$ cat config.mk
export PLATFORM = sky130hd
export DESIGN_NAME = regfile_mp
export DESIGN_NICKNAME = d
export VERILOG_FILES = /design/src/rtl/regfile_pkg.sv /design/src/rtl/regfile_clr_fsm.sv /design/src/rtl/regfile_mp.sv
export SDC_FILE = /design/constraint.sdc
export NUM_CORES = 2
export LEC_CHECK = 0
export CAP_MARGIN = 20
export CELL_PAD_IN_SITES_DETAIL_PLACEMENT = 0
export CELL_PAD_IN_SITES_GLOBAL_PLACEMENT = 2
export CORE_UTILIZATION = 30
export CTS_BUF_LIST = sky130_fd_sc_hd__clkbuf_8
export DETAILED_ROUTE_END_ITERATION = 10
export GPL_TIMING_DRIVEN = 0
export HOLD_SLACK_MARGIN = 0.1
export MAX_ROUTING_LAYER = met4
export PLACE_DENSITY = 0.62
export SKIP_CTS_REPAIR_TIMING = 1
export SYNTH_ARGS = -nofsm -noshare
export SYNTH_HDL_FRONTEND = slang
export SYNTH_SLANG_ARGS = --single-unit
export TNS_END_PERCENT = 30
$ cat constraint.sdc
create_clock -name Clk -period 2.9 [get_ports Clk]
set_clock_uncertainty 0.2 [all_clocks]
set_input_delay 0.29 -clock Clk [delete_from_list [all_inputs] [get_ports Clk]]
set_output_delay 0.29 -clock Clk [all_outputs]
set_load 0.02 [all_outputs]
$ cat src/rtl/regfile_pkg.sv
// regfile_pkg
// Shared definitions for the multi-port register file slice.
// Contents:
//   DEF_WIDTH / DEF_DEPTH / DEF_ZERO_IDX : default geometry (64-bit x 32, XZR at 31)
//   clr_state_t                          : clear-engine states IDLE / SWEEP / DONE
//   addr_width()                         : ceil(log2(depth)), never less than 1

package regfile_pkg;

    localparam int DEF_WIDTH    = 64;
    localparam int DEF_DEPTH    = 32;
    localparam int DEF_ZERO_IDX = 31;

    typedef enum logic [1:0] {
        ST_IDLE  = 2'd0,
        ST_SWEEP = 2'd1,
        ST_DONE  = 2'd2
    } clr_state_t;

    // Constant function so it can size ports in parameter lists.
    function automatic int addr_width(input int depth);
        int w;
        w = 0;
        while ((1 << w) < depth) begin
            w = w + 1;
        end
        return (w < 1) ? 1 : w;
    endfunction

endpackage

$ cat src/rtl/regfile_clr_fsm.sv
// regfile_clr_fsm
// Sequential clear engine: on ClrReq it walks a pointer over every entry,
// zeroing one entry per falling edge, then pulses ClrDone for one cycle.
// Ports:
//   Clk        in  clock, state updates on the falling edge
//   ResetL     in  asynchronous active-low reset (abandons any sweep)
//   ClrReq     in  clear request, honoured only in IDLE
//   ClrBusy    out registered, high while the sweep runs
//   ClrDone    out registered, one-cycle completion pulse
//   wr_gate    out high when normal writes may update the array
//   clr_strobe out one-hot per-entry clear for the entry under the pointer

module regfile_clr_fsm
    import regfile_pkg::*;
#(
    parameter int DEPTH = DEF_DEPTH,
    localparam int AW   = addr_width(DEPTH)
) (
    input  logic             Clk,
    input  logic             ResetL,
    input  logic             ClrReq,
    output logic             ClrBusy,
    output logic             ClrDone,
    output logic             wr_gate,
    output logic [DEPTH-1:0] clr_strobe
);

    clr_state_t      state;
    clr_state_t      state_next;
    logic [AW-1:0]   ptr;
    logic [AW-1:0]   ptr_next;

    // Status flags are registered from the next state so they line up
    // exactly with the state they describe.
    always_ff @(negedge Clk or negedge ResetL) begin
        if (!ResetL) begin
            state   <= ST_IDLE;
            ptr     <= '0;
            ClrBusy <= 1'b0;
            ClrDone <= 1'b0;
        end else begin
            state   <= state_next;
            ptr     <= ptr_next;
            ClrBusy <= (state_next == ST_SWEEP);
            ClrDone <= (state_next == ST_DONE);
        end
    end

    // The sweep exits at the last entry, so the pointer never wraps.
    always_comb begin
        state_next = state;
        ptr_next   = ptr;
        case (state)
            ST_IDLE: begin
                if (ClrReq) begin
                    state_next = ST_SWEEP;
                    ptr_next   = '0;
                end
            end
            ST_SWEEP: begin
                if (ptr == AW'(DEPTH - 1)) begin
                    state_next = ST_DONE;
                end else begin
                    ptr_next = ptr + 1'b1;
                end
            end
            ST_DONE: begin
                state_next = ST_IDLE;
            end
            default: begin
                state_next = ST_IDLE;
            end
        endcase
    end

    assign wr_gate = (state != ST_SWEEP);

    always_comb begin
        clr_strobe = '0;
        if (state == ST_SWEEP) begin
            clr_strobe[ptr] = 1'b1;
        end
    end

endmodule

$ cat src/rtl/regfile_mp.sv
// regfile_mp
// Parametrised multi-read, dual-write register file for the decode stage.
// Reads are combinational; all state changes on the falling edge of Clk.
// Write port 1 has priority over port 0 on an address collision. When
// ZERO_EN is set, entry ZERO_IDX reads as zero and discards writes.
// Optional build macro: REGFILE_BYPASS_EN forwards write data to matching
// read ports in the same cycle (port 1 wins), except during a clear sweep.
// Ports:
//   Clk, ResetL          clock (falling edge), async active-low reset
//   RA    [NUM_RD*AW]    read addresses, port i at [i*AW +: AW]
//   BusR  [NUM_RD*WIDTH] read data, port i at [i*WIDTH +: WIDTH]
//   RW0/BusW0/RegWr0     write port 0
//   RW1/BusW1/RegWr1     write port 1
//   ClrReq               request a full-array clear
//   ClrBusy / ClrDone    clear engine status (registered)
//   WrRej                a write was presented while the sweep is running

module regfile_mp
    import regfile_pkg::*;
#(
    parameter int WIDTH    = DEF_WIDTH,
    parameter int DEPTH    = DEF_DEPTH,
    parameter int NUM_RD   = 2,
    parameter bit ZERO_EN  = 1'b1,
    parameter int ZERO_IDX = DEF_ZERO_IDX,
    localparam int AW      = addr_width(DEPTH)
) (
    input  logic                    Clk,
    input  logic                    ResetL,
    input  logic [NUM_RD*AW-1:0]    RA,
    output logic [NUM_RD*WIDTH-1:0] BusR,
    input  logic [AW-1:0]           RW0,
    input  logic [WIDTH-1:0]        BusW0,
    input  logic                    RegWr0,
    input  logic [AW-1:0]           RW1,
    input  logic [WIDTH-1:0]        BusW1,
    input  logic                    RegWr1,
    input  logic                    ClrReq,
    output logic                    ClrBusy,
    output logic                    ClrDone,
    output logic                    WrRej
);

    logic [WIDTH-1:0] regs [DEPTH];
    logic             wr_gate;
    logic [DEPTH-1:0] clr_strobe;
    logic [DEPTH-1:0] we0;
    logic [DEPTH-1:0] we1;
    logic [AW-1:0]    rd_addr;
    logic [WIDTH-1:0] rd_data;

    regfile_clr_fsm #(
        .DEPTH (DEPTH)
    ) u_clr_fsm (
        .Clk        (Clk),
        .ResetL     (ResetL),
        .ClrReq     (ClrReq),
        .ClrBusy    (ClrBusy),
        .ClrDone    (ClrDone),
        .wr_gate    (wr_gate),
        .clr_strobe (clr_strobe)
    );

    assign WrRej = ClrBusy && (RegWr0 || RegWr1);

    // Per-entry write enables; the zero register never gets one.
    always_comb begin
        we0 = '0;
        we1 = '0;
        for (int i = 0; i < DEPTH; i++) begin
            if (wr_gate && !(ZERO_EN && (i == ZERO_IDX))) begin
                we0[i] = RegWr0 && (RW0 == AW'(i));
                we1[i] = RegWr1 && (RW1 == AW'(i));
            end
        end
    end

    // Port 1 is checked first so it wins an address collision.
    always_ff @(negedge Clk or negedge ResetL) begin
        if (!ResetL) begin
            for (int i = 0; i < DEPTH; i++) begin
                regs[i] <= '0;
            end
        end else begin
            for (int i = 0; i < DEPTH; i++) begin
                if (clr_strobe[i]) begin
                    regs[i] <= '0;
                end else if (we1[i]) begin
                    regs[i] <= BusW1;
                end else if (we0[i]) begin
                    regs[i] <= BusW0;
                end
            end
        end
    end

    // Zero-register masking comes last so forwarding can never expose
    // data on the hard-wired zero entry.
    always_comb begin
        BusR    = '0;
        rd_addr = '0;
        rd_data = '0;
        for (int i = 0; i < NUM_RD; i++) begin
            rd_addr = RA[i*AW +: AW];
            rd_data = regs[rd_addr];
`ifdef REGFILE_BYPASS_EN
            if (wr_gate && RegWr0 && (RW0 == rd_addr)) begin
                rd_data = BusW0;
            end
            if (wr_gate && RegWr1 && (RW1 == rd_addr)) begin
                rd_data = BusW1;
            end
`endif
            if (ZERO_EN && (rd_addr == AW'(ZERO_IDX))) begin
                rd_data = '0;
            end
            BusR[i*WIDTH +: WIDTH] = rd_data;
        end
    end

endmodule
==> results.sh <==
export IMPL_path_max_fanout=10
export IMPL_cp_start_kind="input pin"
export IMPL_grt_first_pass_wirelength_um=1080000
export IMPL_synth_mux_area_frac=0.344
export IMPL_netlist_area_mm2=0.125
export IMPL_slew_violations=33
export IMPL_setup_viol=2568
export IMPL_routed_wl_um=847000
export IMPL_async_reset_ff_frac=1.00
export IMPL_initial_core_util=0.301
export IMPL_drc=0
export IMPL_yosys_area_top_type="dfrtn_1"
export IMPL_p_per_area_mw_per_mm2=597
export IMPL_dp_hpwl_um=618000
export IMPL_area_growth_pct=27.0
export IMPL_fillers=39547
export IMPL_fmax_mhz=190
export IMPL_clk_latency_ps=1020
export IMPL_regArea_mm2=0.0499
export IMPL_grt_total_usage=0.399
export IMPL_die_height_um=646
export IMPL_synth_top_family_by_area="multiplexers"
export IMPL_vias=112661
export IMPL_drt_pass1_iterations=6
export IMPL_max_cap_viol_count=4
export IMPL_synth_top_cell_area_share=0.401
export IMPL_clock_sinks=1993
export IMPL_path_clk_slew_ps=50
export IMPL_antenna_found_initial=72
export IMPL_final_cell_area_mm2=0.158
export IMPL_wl_per_cell_um=50.0
export IMPL_slew_headroom=-0.0282
export IMPL_drive_gt1_frac=0.340
export IMPL_synth_edf_count=0
export IMPL_required_ps=2410
export IMPL_max_slew_worst_pin_slew_ps=1540
export IMPL_placeableCoreArea_mm2=0.413
export IMPL_drt_first_iter_violations=14766
export IMPL_grt_ovfl_total=0
export IMPL_arrival_ps=4780
export IMPL_std_cell_rows=236
export IMPL_vias_per_cell=6.65
export IMPL_synth_simple_area_share=0.0187
export IMPL_period_share=1.82
export IMPL_ys_seq_area_frac=0.401
export IMPL_rsz0062_at_grt="true"
export IMPL_h_tree_depth=5
export IMPL_hp_class="register to register"
export IMPL_syn_area_per_cell_um2=12.5
export IMPL_ys_flop_type="dfrtn_1"
export IMPL_hold_viol=0
export IMPL_total_power_uw=94500
export IMPL_place_congestion=0.997
export IMPL_synth_adder_area_share=0.000502
export IMPL_clockBufferDepth=4
export IMPL_multiInputGateArea_mm2=0.0743
export IMPL_period_needed_ps=5270
export IMPL_die_area_mm2=0.418
export IMPL_violations="capacitance limit, slew limit, setup timing"
export IMPL_ys_warn_count=0
export IMPL_synthTopCellsByArea="dfrtn_1 40%, mux2i_1 18%, mux4_2 15%"
export IMPL_placed_area_mm2=0.139
export IMPL_vdd_drop_max_mv=0.366
export IMPL_ys_ff_latch=1993
export IMPL_p_leak_uw=0.0747
export IMPL_grt_max_degree=163
export IMPL_synthXorXnorAreaFrac=0.0000703
export IMPL_grt_pass1_vias=108239
export IMPL_ant_nets=0
export IMPL_fin_nets=11232
export IMPL_num_io_pins=284
export IMPL_critPathKind="input pin to primary output"
export IMPL_finalSetupTns_ps=-875990
export IMPL_synth_compound_area_frac=0.185
export IMPL_synth_net_count=10080
export IMPL_yosysUniqueCellTypes=60
export IMPL_syn_inst=9922
export IMPL_status="finished, violations left"
export IMPL_cts_tree="done"
export IMPL_clockRootBuffer="clkbuf_8"
export IMPL_endpoint_kind="primary output"
export IMPL_numCtsBuffers=399
export IMPL_die_w_um=646
export IMPL_finalWorstSetupSlack_ps=-2370
export IMPL_port_buffers=276
cell usage after synthesis (3+ instances only):
library cell and n:
a21oi_1 54, a22oi_1 137, a221oi_1 40, buf_6 18
clkbuf_1 780, a221o_1 63, nand2_1 240, o31a_1 11
and3_1 5, o2bb2ai_1 1908, inv_1 5, a22o_1 5
nor2_1 38, o221ai_1 53, o311a_1 37, a211oi_1 11
dfrtn_1 1993, o22ai_1 74, nand2b_1 9, nand4_1 30
a21boi_1 38, a2bb2oi_1 54, a31oi_1 39, buf_4 17
nor2b_1 50, mux4_2 817, a21boi_0 9, mux2_2 176
buf_1 52, mux2i_1 2245, o21a_1 4, o211ai_1 103
o21ai_0 102, buf_2 584, and2_1 74, ha_1 5
nor3_1 7, or2_2 4, and4_1 3, nor3b_1 3
layout make-up:
class | instances | area share
clock buffer | 511 | 0.0445
buffer | 1434 | 0.0596
antenna | 107 | 0.00169
timing repair buffer | 768 | 0.0596
clock inverter | 184 | 0.00576
sequential | 1993 | 0.315
inverter | 7 | 0.000166
tap | 5474 | 0.0433
multi-input combinational | 6471 | 0.470
worst max-delay path, stage by stage:
cell,delay (ps)
buf_2,300
clkbuf_4,510
buf_2,680
clkbuf_1,630
clkbuf_1,980
o211ai_1,480
o211ai_1,520
clkbuf_2,310
registers in the layout, summed over array words and instances, names as in the netlist:
name	count
u_clr_fsm.ClrBusy	1
u_clr_fsm.ClrDone	1
u_clr_fsm.ptr	5
u_clr_fsm.state	2
regs	1984
final timing paths:
path	cells past startpoint	to	startpoint	slack, ps
min reg2reg	1	regs[881]	regs[881]	250
max	8	BusR[114]	RA[7]	-2370
min in group asynchronous	1	regs[1270]	ResetL	350
min	1	regs[881]	regs[881]	250
max reg2reg	10	regs[1500]	u_clr_fsm.state[0]	-510
max in group asynchronous	4	regs[1251]	ResetL	-760
where the power goes:
part	leakage [uW]	total, uW	switching, uW	internal (uW)
clock network	0.00458	30900	15000	15900
registers	0.0274	35500	3600	31900
logic	0.0428	28100	16500	11600
stage by stage:
| step | setup slack [ps] | util | hold slack, ps | instances |
|---|---|---|---|---|
| final | -2370 | 0.383 | 253 | 16949 |
| after global routing | -2210 | 0.383 | 262 | 16909 |
| after CTS | -4040 | 0.356 | 253 | 16501 |
| after detailed placement | -4010 | 0.337 | 248 | 15806 |
| after global placement | -98470 | 0.330 | 242 | 15672 |
| after floorplan | -518 | - | 227 | 9922 |
routing by layer:
| metal | track usage | vias up | wire length [um] |
|---|---|---|---|
| met2 | 0.537 | 8352 | 345000 |
| met1 | 0.479 | 59870 | 324000 |
| met3 | 0.139 | 2261 | 96600 |
| met4 | 0.319 | 0 | 81000 |
| met5 | - | - | 0 |
| li1 | - | 42178 | - |
cell usage in the layout (no fill, tap or decap), drive strengths merged, types with 47 or more instances in the layout:
| master | instances |
|---|---|
| a21boi | 47 |
| a21oi | 54 |
| a221o | 63 |
| a22oi | 137 |
| a2bb2oi | 54 |
| and2 | 75 |
| buf | 1241 |
| clkbuf | 1335 |
| clkdlybuf4s50 | 134 |
| dfrtn | 1993 |
| diode | 107 |
| inv | 152 |
| mux2 | 176 |
| mux2i | 2245 |
| mux4 | 817 |
| nand2 | 240 |
| nor2b | 51 |
| o211ai | 103 |
| o21ai | 102 |
| o221ai | 53 |
| o22ai | 74 |
| o2bb2ai | 1908 |
kinds of logic after synthesis:
group,Yosys count
AOI/OAI and AO/OA,2750
xor gates and xnor gates,1
adders and majority gates,5
buffers and inverters,1458
DFF,1993
muxes,3238
and+or+nand+nor,477
Power figures use the tool's default switching activity.
